<file path="src/rtl/prog_prescaler.sv">
// Programmable clock-enable prescaler.
// Divides enabled cycles by (per_act+1), emitting a one-cycle tick at terminal
// count. A square wave toggles on every tick. New periods are staged in a
// shadow register and applied only at a terminal count or a synchronous clear,
// so an interval in progress always finishes at the period it started with.
module prog_prescaler #(
    parameter int CNT_W          = 8,
    parameter int DEFAULT_PERIOD = 10
) (
    input  logic             clk,
    input  logic             rst,
    input  logic             en,
    input  logic             clr,
    input  logic             per_ld,
    input  logic [CNT_W-1:0] per_in,
    output logic             tick,
    output logic             sq_out,
    output logic [CNT_W-1:0] cnt,
    output logic [CNT_W-1:0] per_act,
    output logic             per_pend
);

    localparam logic [CNT_W-1:0] DEF_PER = CNT_W'(DEFAULT_PERIOD);
    localparam logic [CNT_W-1:0] ONE     = CNT_W'(1);

    logic [CNT_W-1:0] shadow;

    // Terminal-count pulse, decoded straight from registers.
    // NOTE: a continuous assign has no branches, so no latch can be inferred;
    // '>=' rather than '==' means a corrupted cnt still terminates the interval.
    assign tick = en && (cnt >= per_act);

    // Interval counter and square-wave phase.
    always_ff @(posedge clk or posedge rst) begin
        // NOTE: state registers use non-blocking assignments only, so every
        // right-hand side reads the pre-edge value regardless of statement order.
        if (rst) begin
            cnt    <= '0;
            sq_out <= 1'b0;
        end else if (clr) begin
            cnt    <= '0;
            sq_out <= 1'b0;
        end else if (tick) begin
            cnt    <= '0;
            sq_out <= ~sq_out;
        end else if (en) begin
            cnt    <= cnt + ONE;
        end
    end

    // Shadow / active period registers: stage on per_ld, apply at tick or clear.
    always_ff @(posedge clk or posedge rst) begin
        if (rst) begin
            per_act  <= DEF_PER;
            shadow   <= DEF_PER;
            per_pend <= 1'b0;
        end else if (clr) begin
            // The newest staged value takes effect at once on a clear.
            if (per_ld) begin
                per_act  <= per_in;
                shadow   <= per_in;
                per_pend <= 1'b0;
            end else if (per_pend) begin
                per_act  <= shadow;
                per_pend <= 1'b0;
            end
        end else if (per_ld && tick) begin
            // Load coinciding with terminal count governs the very next interval.
            per_act  <= per_in;
            shadow   <= per_in;
            per_pend <= 1'b0;
        end else if (per_ld) begin
            shadow   <= per_in;
            per_pend <= 1'b1;
        end else if (tick && per_pend) begin
            per_act  <= shadow;
            per_pend <= 1'b0;
        end
    end

endmodule

</file>
<file path="config.mk">
export PLATFORM = sky130hd
export DESIGN_NAME = prog_prescaler
export DESIGN_NICKNAME = d
export VERILOG_FILES = /design/src/rtl/prog_prescaler.sv
export SDC_FILE = /design/constraint.sdc
export NUM_CORES = 1
export LEC_CHECK = 0
export ABC_AREA = 1
export CORE_ASPECT_RATIO = 1.5
export CORE_MARGIN = 1
export CORE_UTILIZATION = 35
export DETAILED_ROUTE_END_ITERATION = 8
export PLACE_DENSITY_LB_ADDON = 0.2
export REMOVE_ABC_BUFFERS = 1
export SYNTH_ARGS = -nofsm -noshare
export SYNTH_HDL_FRONTEND = slang
export SYNTH_SLANG_ARGS = --single-unit
</file>
<file path="constraint.sdc">
create_clock -name clk -period 2 [get_ports clk]
set_input_delay 0.4 -clock clk [delete_from_list [all_inputs] [get_ports clk]]
set_output_delay 0.4 -clock clk [all_outputs]
set_load 0.01 [all_outputs]
</file>
==> flow_summary.toml <==
[status]
outcome = "finished, violations left"
violations = "design-rule violations, negative setup slack"

[power]
switching_share = 0.325
seqPwrFrac = 0.408
p_leak_nw = 1.13
vdd_drop_max_uv = 289
p_int_w = 0.00104
p_sw_w = 0.000503
power.total_w = 0.00155
power_density_nw_per_um2 = 691
power_frac_comb = 0.390
power.clock.fraction = 0.202

[timing]
setup_ws_ns = -0.0575
slew_viol_final = 0
rsz0062_at_grt = "true"
finalSetupViolations = 1
tightest_slew_ns = 0.357
clock.fmax_ghz = 0.486
setup_tns_ns = -0.0575
min_period_ns = 2.06
clock_skew_ns = 0.00659
final.period_utilization = 1.03
final_hold_viol_count = 0
max_slew_margin = 0.762

[cells_and_area]
syn2layout_area_growth_pct = 42.6
stdcell_area_um2 = 2240
fillers = 441
diodes = 0
final_nets = 286
post-route-util = 0.523
drive_gt1_frac = 0.228

[placed_design]
dpl_cell_area_um2 = 2140
post-dp-hpwl_mm = 2.80
port_buffers = 31
gp_congestion = 0.832

[detailed_routing]
vias = 1458
drc = 5
wl_mm = 3.69
postRouteAntennaNets = 0
drt_iter0_drc = 46
drt_pass1_iterations = 6
wl_per_cell_um = 11.9
via_per_inst = 4.72

[global_routing]
grt_usage = 0.169
antenna_found_initial = 0
grt_max_degree = 27
grt_pass1_wl_mm = 6.24
overflow = 0
grt_pass1_vias = 1389

[critical_path]
crit_chain = "ha_1 -> a21o_1 -> nor2_2 -> nand3_4 -> nand2_4 -> inv_2 -> buf_6"
path_depth = 7
reg2reg_to = "per_act[6]"
crit_family = "flip-flops"
r2r-start = "per_act[3]"
cpPeakStageDelay_ns = 0.39
crit_buf_inv = 2
cp_data_required_time_ns = 1.60
crit_path_start_kind = "register"
cp.arrival_ns = 1.66
r2r_cells = 15
ff2ff_setup_slack_ns = 0.03
critPathKind = "reg -> out"
critPathMaxFanout = 2
end_kind = "primary output"
cp_slowest_cell = "dfrtp_1"

[synth]
synth_cells = 202
synth.area.top_cells = "dfrtp_1 (35%), nand2_1 (16%), ha_1 (7.2%), dfstp_2 (6.7%), nor2_1 (5.7%)"
ys_ff_latch = 26
netlist.area_leader.share = 0.351
yosysTopAreaCell = "dfrtp_1"
ys_types = 27
postSynthAreaPerCell_um2 = 7.77
netlist_area_um2 = 1570
yosys_warnings = 0
synth.yosys.seq_area_share = 0.418

[floorplan]
die_x_um = 56.7
core-area_um2 = 4280
core.rowCount = 29
die_h_um = 84.0
die_area_um2 = 4760
io_pins = 32
start_util = 0.367

[cts]
worstSkewPairLatency_ns = 0.27
clkTransAtPathRegs_ns = 0.10
cts_max_level = 1
cts_buffer_depth = 2
cts_hold_buf = 0
clkSinkCount = 26
cts_buffers = 3
cts-root-buf = "clkbuf_8"
cts_tree = "yes"

[flow_run]
max_cap_violations = 0

[hold_path]
hold_class = "in -> async"
## cells by family after synthesis
logic type | Yosys count | share of synthesized area
fa+ha+maj | 9 | 0.0717
simple gates | 128 | 0.385
xor+xnor | 6 | 0.0335
buf+inv | 26 | 0.0677
compound gates | 7 | 0.0247
flops | 26 | 0.418
## area by class of cell
| class | count | area, um^2 | share of cell area |
|---|---|---|---|
| Tap cell | 46 | 57.6 | 0.0257 |
| Timing Repair Buffer | 62 | 544 | 0.243 |
| Multi-Input combinational cell | 150 | 858 | 0.383 |
| Inverter | 21 | 78.8 | 0.0352 |
| Sequential cell | 26 | 656 | 0.293 |
| Clock buffer | 4 | 45.0 | 0.0201 |
## repair_timing
action | CTS | global route
endpoints found under the hold margin | 0 | 0
gates resized for setup | 13 | 3
pin swaps | 3 | 1
endpoints found under the setup margin | 8 | 9
setup buffers | 1 | 0
## power by group through the flow
| stage | logic (W) | clock network, W | registers [W] |
|---|---|---|---|
| after floorplan | 0.000246 | 0 | 0.000671 |
| after global placement | 0.000564 | 0 | 0.000638 |
| after detailed placement | 0.000568 | 0 | 0.000640 |
| after CTS | 0.000598 | 0.000322 | 0.000632 |
| after global routing | 0.000668 | 0.000339 | 0.000641 |
| final | 0.000603 | 0.000313 | 0.000632 |
## synth_stat cells (all sizes together)
cell and count:
a21o 1, a21oi 3, buf 3, clkbuf 2, clkinv 2, dfrtp 22, dfstp 4, ha 9
inv 19, nand2 73, nand3 16, nand4 10, nor2 28, nor4 1, o21ai 2, o22ai 1
xnor2 2, xor2 4
## tightest hold or removal path, cell delays in order
cell             delay, ns
clkdlybuf4s50_1       0.39
inv_1                 0.05
buf_4                 0.32
## cells in the final DEF, fill, tap and decap left out, types with 6 or more instances in the layout
master / netlist / routed
nand2_1: 69 / 67
buf_4: 0 / 31
clkdlybuf4s50_1: 0 / 30
nor2_1: 24 / 24
dfrtp_1: 22 / 22
inv_1: 19 / 15
nand3_1: 15 / 15
nand4_1: 9 / 9
ha_1: 9 / 6
## how the worst max path moves through the flow
stage                     slack, ns       start    to
final                         -0.06      cnt[7]  tick
after global routing          -0.14  per_act[3]  tick
after CTS                     -0.08  per_act[5]  tick
after detailed placement      -0.24  per_act[3]  tick
after global placement        -0.21  per_act[3]  tick
after floorplan                0.13  per_act[1]  tick
## through the flow
stage / instances / setup slack, ns / hold slack, ns
CTS: 309 / -0.0814 / 0.485
global route: 309 / -0.143 / 0.511
detailed placement: 304 / -0.241 / 0.471
finish: 309 / -0.0575 / 0.475
global placement: 304 / -0.214 / 0.469
floorplan: 197 / 0.128 / 0.437
## flip-flops by register name (all words and copies together), names as in the netlist
name and flops:
cnt 8, per_act 8, per_pend 1, shadow 8
sq_out 1
## metal layers
layer	part of all wire	wire, um	track usage	vias to the layer above
li1	-	-	-	763
met1	0.45	1650	0.203	668
met2	0.51	1900	0.299	20
met3	0.017	63	0.0202	7
met4	0.022	82	0.0682	0
met5	0	0	0	-
(Power assumes the default switching activity.)
